--- src/rtl/mem_ctrl.sv ---
// mem_ctrl: CPU-to-async-SRAM access controller with optional MMIO page
// Ports: clk/rst (sync, active-high); addr/wdata/ram_read/ram_write CPU request;
// mem_busy/mem_ready/mem_bus CPU status and read data; sram_* external SRAM
// address, data and active-low strobes; leds MMIO LED register.
// Macro MEM_CTRL_MMIO_EN maps 0xFF00-0xFFFF to LEDs (0xFF00) and a cycle counter (0xFF01).
module mem_ctrl #(
  parameter int WAIT_STATES = 2
) (
  input  logic        clk,
  input  logic        rst,
  input  logic [15:0] addr,
  input  logic [15:0] wdata,
  input  logic        ram_read,
  input  logic        ram_write,
  output logic        mem_busy,
  output logic        mem_ready,
  output logic [15:0] mem_bus,
  output logic [15:0] sram_addr,
  output logic [15:0] sram_dq_o,
  output logic        sram_dq_oe,
  input  logic [15:0] sram_dq_i,
  output logic        sram_ce_n,
  output logic        sram_oe_n,
  output logic        sram_we_n,
  output logic [7:0]  leds
);
  typedef enum logic [1:0] {IDLE, SETUP, ACCESS, DONE} state_t;
  // zero wait states is stretched to one
  localparam logic [3:0] WS_LAST = (WAIT_STATES < 2) ? 4'd0 : 4'(WAIT_STATES - 1);
  state_t state, state_nx;
  logic [3:0] cnt;
  logic [15:0] addr_q, wdata_q, mmio_rdata;
  logic rd_q, req, mmio, strobe;
  assign req = ram_read | ram_write;
`ifdef MEM_CTRL_MMIO_EN
  logic [15:0] cyc;
  logic [7:0] led_q;
  assign mmio = addr[15:8] == 8'hFF;
  assign mmio_rdata = addr == 16'hFF00 ? {8'h00, led_q} : addr == 16'hFF01 ? cyc : 16'h0000;
  assign leds = led_q;
  always_ff @(posedge clk) begin
    if (rst) begin
      cyc <= '0;
      led_q <= '0;
    end else begin
      cyc <= cyc + 16'd1;
      if (state == IDLE && ram_write && !ram_read && addr == 16'hFF00) led_q <= wdata[7:0];
    end
  end
`else
  assign mmio = 1'b0;
  assign mmio_rdata = 16'h0000;
  assign leds = 8'h00;
`endif
  always_ff @(posedge clk) begin
    if (rst) state <= IDLE;
    else state <= state_nx;
  end
  always_comb begin
    state_nx = state;
    case (state)
      IDLE:    state_nx = req ? (mmio ? DONE : SETUP) : IDLE;
      SETUP:   state_nx = ACCESS;
      ACCESS:  state_nx = cnt == 4'd0 ? DONE : ACCESS;
      default: state_nx = IDLE;
    endcase
    strobe = state == SETUP || state == ACCESS;
    mem_busy = state != IDLE;
    mem_ready = state == DONE;
    sram_addr = addr_q;
    sram_dq_o = wdata_q;
    sram_ce_n = !strobe;
    sram_oe_n = !(state == ACCESS && rd_q);
    sram_we_n = !(state == ACCESS && !rd_q);
    sram_dq_oe = strobe && !rd_q;
  end
  // address/data stay latched until the next accepted request, so they never
  // move while a strobe is low
  always_ff @(posedge clk) begin
    if (rst) begin
      cnt <= '0;
      addr_q <= '0;
      wdata_q <= '0;
      rd_q <= 1'b0;
      mem_bus <= '0;
    end else begin
      cnt <= state == SETUP ? WS_LAST : state == ACCESS ? cnt - 4'd1 : cnt;
      if (state == IDLE && req) begin
        addr_q <= addr;
        wdata_q <= wdata;
        rd_q <= ram_read;
        if (mmio && ram_read) mem_bus <= mmio_rdata;
      end
      if (state == ACCESS && cnt == 4'd0 && rd_q) mem_bus <= sram_dq_i;
    end
  end
endmodule

--- config.mk ---
export PLATFORM = sky130hd
export DESIGN_NAME = mem_ctrl
export DESIGN_NICKNAME = d
export VERILOG_FILES = /design/src/rtl/mem_ctrl.sv
export SDC_FILE = /design/constraint.sdc
export NUM_CORES = 1
export LEC_CHECK = 0
export CORE_MARGIN = 1
export CORE_UTILIZATION = 42
export DETAILED_ROUTE_END_ITERATION = 7
export GPL_ROUTABILITY_DRIVEN = 0
export HOLD_SLACK_MARGIN = 0.06
export PLACE_DENSITY_LB_ADDON = 0.12
export REMOVE_ABC_BUFFERS = 1
export SKIP_CTS_REPAIR_TIMING = 1
export SLEW_MARGIN = 20
export SYNTH_ARGS = -nofsm -noshare
export SYNTH_HDL_FRONTEND = slang
export SYNTH_SLANG_ARGS = --single-unit
export TNS_END_PERCENT = 5
--- constraint.sdc ---
create_clock -name clk -period 2.8 [get_ports clk]
set_input_delay 0.56 -clock clk [delete_from_list [all_inputs] [get_ports clk]]
set_output_delay 0.56 -clock clk [all_outputs]
set_load 0.01 [all_outputs]
* Word-level counts from Yosys, hierarchy flattened
Cells that the tools add are included.
W data, S select, Z words.
** Word-level totals
- Output and inout bits :: 62
- Register bits :: 55
- Bits of input ports :: 52
- Logic and storage cells :: 33
- Bits in latches :: 0
- Memories :: 0
- Bits in writable memories :: 0
- ROM bits :: 0
** Cells by class
- Shift operators :: 0
- Add/sub/neg operators :: 1
- Reduce and logical (&&, ||, !) cells :: 16
- Magnitude comparators :: 0
- Div/mod/pow operators :: 0
- Muxes and demuxes :: 5
- Eq/ne operators :: 3
- Bitwise logic cells :: 1
- $mul :: 0
** Operators by type and width (count)
- $logic_and A1 B1 Y1 :: 6
- $pmux W2 S3 :: 1
- $eq A2 B2 Y1 const B :: 2
- $logic_not A1 Y1 :: 4
- $logic_not A4 Y1 :: 1
- $mux W1 :: 4
- $reduce_bool A2 Y1 :: 2
- $sub A4 B1 Y4 const B :: 1
- $eq A2 B1 Y1 const B :: 1
- $logic_not A2 Y1 :: 1
- $reduce_or A2 Y1 :: 1
- $logic_or A1 B1 Y1 :: 1
- $or A1 B1 Y1 :: 1

* Depth between registers and ports, before layout
- Depth after elaboration :: 3
- Mapped depth :: 7
- Depth with buffers taken out :: 5

* Least setup slack after synthesis
OpenSTA, ideal clock, no wires.
- Path type :: register to output
- Start point :: register state[0]
- End point :: output sram_dq_oe
- Path slack :: 1.286 ns
- Cell stages (with the launch flop) :: 5
- Arrival time :: 0.954 ns
- Data required time :: 2.240 ns
- Path through :: dfxtp_1 inv_1 ha_1 inv_1 nor2_1
** Between the ends
- Word-level cells in the longest chain between the ends :: 3
- Elaborated cells on any way between the ends :: 4
** RTL lines
- start, declared :: RTL line 30 : state_t state, state_nx;
- start signal, assigned :: RTL line 57 : else state <= state_nx;
- $eq A2 B1 Y1 / $eq A2 B2 Y1 (equally long branches) :: RTL line 67 : strobe = state == SETUP || state == ACCESS;
- $logic_or A1 B1 Y1 (*) :: RTL line 67
- $logic_and A1 B1 Y1 (*) :: RTL line 75 : sram_dq_oe = strobe && !rd_q;
- end, declared :: RTL line 20 : output logic sram_dq_oe,
Every way passes the cells marked *; elsewhere a longest branch is shown, timed or not.

* Worst setup path after layout
- Start point :: register state[0]
- End point :: output sram_ce_n
** Between the ends
- Word-level cells in the longest chain between the ends :: 3
- Elaborated cells on any way between the ends :: 4
** RTL lines
- $eq A2 B1 Y1 / $eq A2 B2 Y1 (equally long branches) :: RTL line 67
- $logic_or A1 B1 Y1 (*) :: RTL line 67
- $logic_not A1 Y1 (*) :: RTL line 72 : sram_ce_n = !strobe;
- end, declared :: RTL line 22 : output logic sram_ce_n,
Marks and branches as above.

==> results.md <==
- The first global-routing pass estimated 8110 um of wire.
- Summed over all cells, the static leakage comes to 1.22 nW.
- VDD sags by at most 0.000588 V.
- The run finished with clean final reports.
- The number of buffers added on ports is 105.
- The minimum clock period is 2320 ps.
- The area share of and/or/nand/nor cells after synthesis is 18.5%.
- During synthesis, Yosys emitted a total of 0 warnings.
- The transition time at the pin with the least slew margin is 631 ps.
- The routed via count divided by cell count is 4.72.
- The path type of the worst setup path is reg -> out.
- The initial antenna violation count is 0.
- The area of all sequential standard cells is 0.00110 mm^2.
- In this run the critical register-to-register path is launched from state[0].
- The global router's overall resource usage is 19.5%.
- The DRC violations left is 0.
- The worst hold path begins at sram_addr[0].
- The pre-CTS setup slack is 781 ps.
- TritonCTS built the clock tree.
- The number of hold-slack violations in the final timing report is 0.
- The wire-length estimate of the detail-placed layout is 3640 um.
- The slack of the critical path is 485 ps.
- The row count is 25.
- The final-layout fill cell count is 439.
- STA puts the critical path data arrival time at 1760 ps.
- After Yosys synthesis, XOR and XNOR cells account for 0.820% of the synthesized area.
- The category of the worst setup path launch point is a register.
- The total count of max-transition violations in the final report is 0.
- In this run the critical register-to-register path is captured at mem_bus[5].
- The tree is rooted in a clkbuf_8.
- Counting the buffers created by CTS gives 5.
- The overflow left after global routing is 0.
- The worst register-to-register path has a depth of 5.
- The setup-violating endpoint count in the final report is 0.
- Entering global routing, the biggest net connects 34 pins.
- The count of mapped cells out of synthesis is 262.
- The total die area is 0.00538 mm^2.
- In the final layout, the multi-input gates occupy 902 um^2.
- The die boundary width is 73.3 um.
- The TritonCTS sink count is 55.
- The final antenna diode count is 0.
- The detailed router finished its first iteration with 109 violations.
- In this run the vertical extent of the chip is 73.3 um.
- After synthesis, the largest family of logic cells by area is simple AND/OR/NAND/NOR gates.
- The worst pin sits at a relative slew slack of 57.7%.
- CTS built an H-tree with a depth of 2.
- The register-to-register path setup slack is 940 ps.
- After detailed routing, the average wire length per cell comes to 12.1 um.
- The fraction of the mapped netlist area in compound gates is 16.9%.
- Clock latency on the worst-skew pair, taken at its later pin, is 310 ps.
- For this run, the detailed router's first-pass iteration total came to 4.
- The worst clock skew is 12.3 ps.
- The cell area power density is 740 mW/mm^2.
- The wire length after detailed routing is 5170 um.
- Setup repair after global routing left no endpoint under its margin.
- The fraction of final layout cells with drive strength greater than 1 is 4.43%.
- The per-instance average area after synthesis is 8.16 um^2.
- No sink is reached through more buffers than the 2 on the longest clock path.
- The reported max-cap violation count is 0.
- 114 I/O pins were placed.
- The number of flip-flops and latches in the synthesized netlist is 55.
- The critical path required time is 2240 ps.
- The growth of design area from synthesis to finish is 53.9%.
- The sequential cell area fraction in the yosys report is 51.5%.
- After detailed placement, the total cell area comes to 0.00320 mm^2.
- The number of cells traversed by the worst hold path is 2.
- Along the worst path, the maximum fanout reaches 5.
- The detail route stage leaves a number of antenna-violating nets equal to 0.
- The floorplan step defined a core boundary enclosing 0.00482 mm^2.
- The number of global-route vias before repair is 1826.
- For this configuration, the core starts out at a cell density of 44.4%.
- The finished cells cover 0.00329 mm^2.
- The post-synthesis instance area is 0.00214 mm^2.
- Of the post-synthesis cell area, the part taken by muxes is 0%.
- Summing the areas of all fa, ha and maj instances in the mapped netlist gives 4.10% of the synthesized area.
- The portion of the clock cycle consumed by the worst path in the final layout is 82.7%.
- After clock tree synthesis, the clock-pin slew on the worst setup and hold paths is 100 ps.
- The endpoint of the worst hold path is sram_addr[0].
- The net count of the finished layout is 419.
- The number of vias after detailed routing is 2022.
- The final total negative setup slack is 0 ps.
- The capturing element type of the critical path is an output pin.
- The kind of path behind the tightest hold check is reg -> reg.
- The synthesized netlist contains 24 unique library cells.
- The highest clock frequency the design can meet is 432 MHz.
-- placed cells by master (no fill, tap or decap), types with 2 or more instances in the layout --
cell type | synthesis | routed
nor3_1 | 3 | 3
clkdlybuf4s50_1 | 0 | 104
nand3_1 | 16 | 16
a211oi_1 | 2 | 2
inv_1 | 7 | 7
clkbuf_8 | 0 | 5
nor2_1 | 3 | 3
a21oi_1 | 49 | 49
o21ai_0 | 13 | 13
conb_1 | 1 | 8
nand2_1 | 69 | 69
buf_4 | 8 | 5
o21ai_1 | 4 | 3
ha_1 | 7 | 7
dfxtp_1 | 55 | 55
-- power by group --
part | leakage (nW) | total, mW | switching (mW) | internal [mW]
Combinational | 0.723 | 0.995 | 0.519 | 0.476
Clock | 0.0485 | 0.438 | 0.259 | 0.180
Sequential | 0.450 | 0.999 | 0.0772 | 0.922
-- synthesized netlist by cell type, drive strengths merged --
library cell / count / area, um^2
a211oi: 2 / 15.0
nand4bb: 1 / 11.3
a21oi: 49 / 245
nor4b: 1 / 8.76
nor2: 3 / 11.3
nand2: 69 / 259
nor4bb: 1 / 10.0
ha: 7 / 87.6
conb: 1 / 3.75
inv: 7 / 26.3
o21ai: 17 / 85.1
o21a: 1 / 7.51
nor3: 3 / 15.0
dfxtp: 55 / 1100
a2111oi: 1 / 8.76
xor2: 1 / 8.76
nand3: 16 / 80.1
buf: 18 / 114
clkbuf: 8 / 30.0
xnor2: 1 / 8.76
-- sequential cells by signal (all words and copies together) (netlist names) --
register,cells
sram_addr,16
mem_bus,16
sram_dq_o,16
state,2
rd_q,1
cnt,4
-- cell families (layout without fill, tap and decap cells) --
group           Yosys count  after routing
other cells               1              8
flops                    55             55
simple gates             94             94
xor+xnor                  2              2
compound gates           70             70
fa+ha+maj                 7              7
buf+inv                  33            125
-- worst max path at each step --
stage | from | to
5_1_grt | state[0] | sram_dq_oe
6_report | state[0] | sram_ce_n
3_5_place_dp | state[0] | sram_dq_oe
2_1_floorplan | state[0] | mem_bus[0]
3_3_place_gp | state[0] | sram_dq_oe
4_1_cts | state[0] | sram_dq_oe
-- cell type report --
type / count / share of cell area, %
clock buffers: 5 / 2.09
inverters: 7 / 0.799
multi-input cells: 181 / 27.4
well taps: 67 / 2.55
flip-flops and latches: 55 / 33.5
clock inverters: 3 / 0.685
repair buffers: 110 / 33.0
-- worst max-delay path, stage by stage, from the launching register on --
cell and delay [ps]:
dfxtp_1 390, inv_1 80, ha_1 290, inv_1 140, clkdlybuf4s50_1 560
-- per-layer routing --
metal  GRT usage [%]  share of wire (%)  up-vias
met5               0                  0        -
met4            6.84               0.95        0
li1                -                  -     1046
met1            23.2                 43      913
met3            5.21                5.3        4
met2            33.7                 51       59
-- stage by stage --
step | cells | hold WS, ps | power, mW | utilization [%]
global placement | 420 | 441 | 2.01 | 66.4
global route | 428 | 477 | 2.61 | 68.3
CTS | 428 | 459 | 2.47 | 68.3
floorplan | 243 | 469 | 1.49 | -
finish | 428 | 457 | 2.43 | 68.3
detailed placement | 420 | 446 | 2.02 | 66.4
Note: power is estimated with default switching activity, not from simulation.
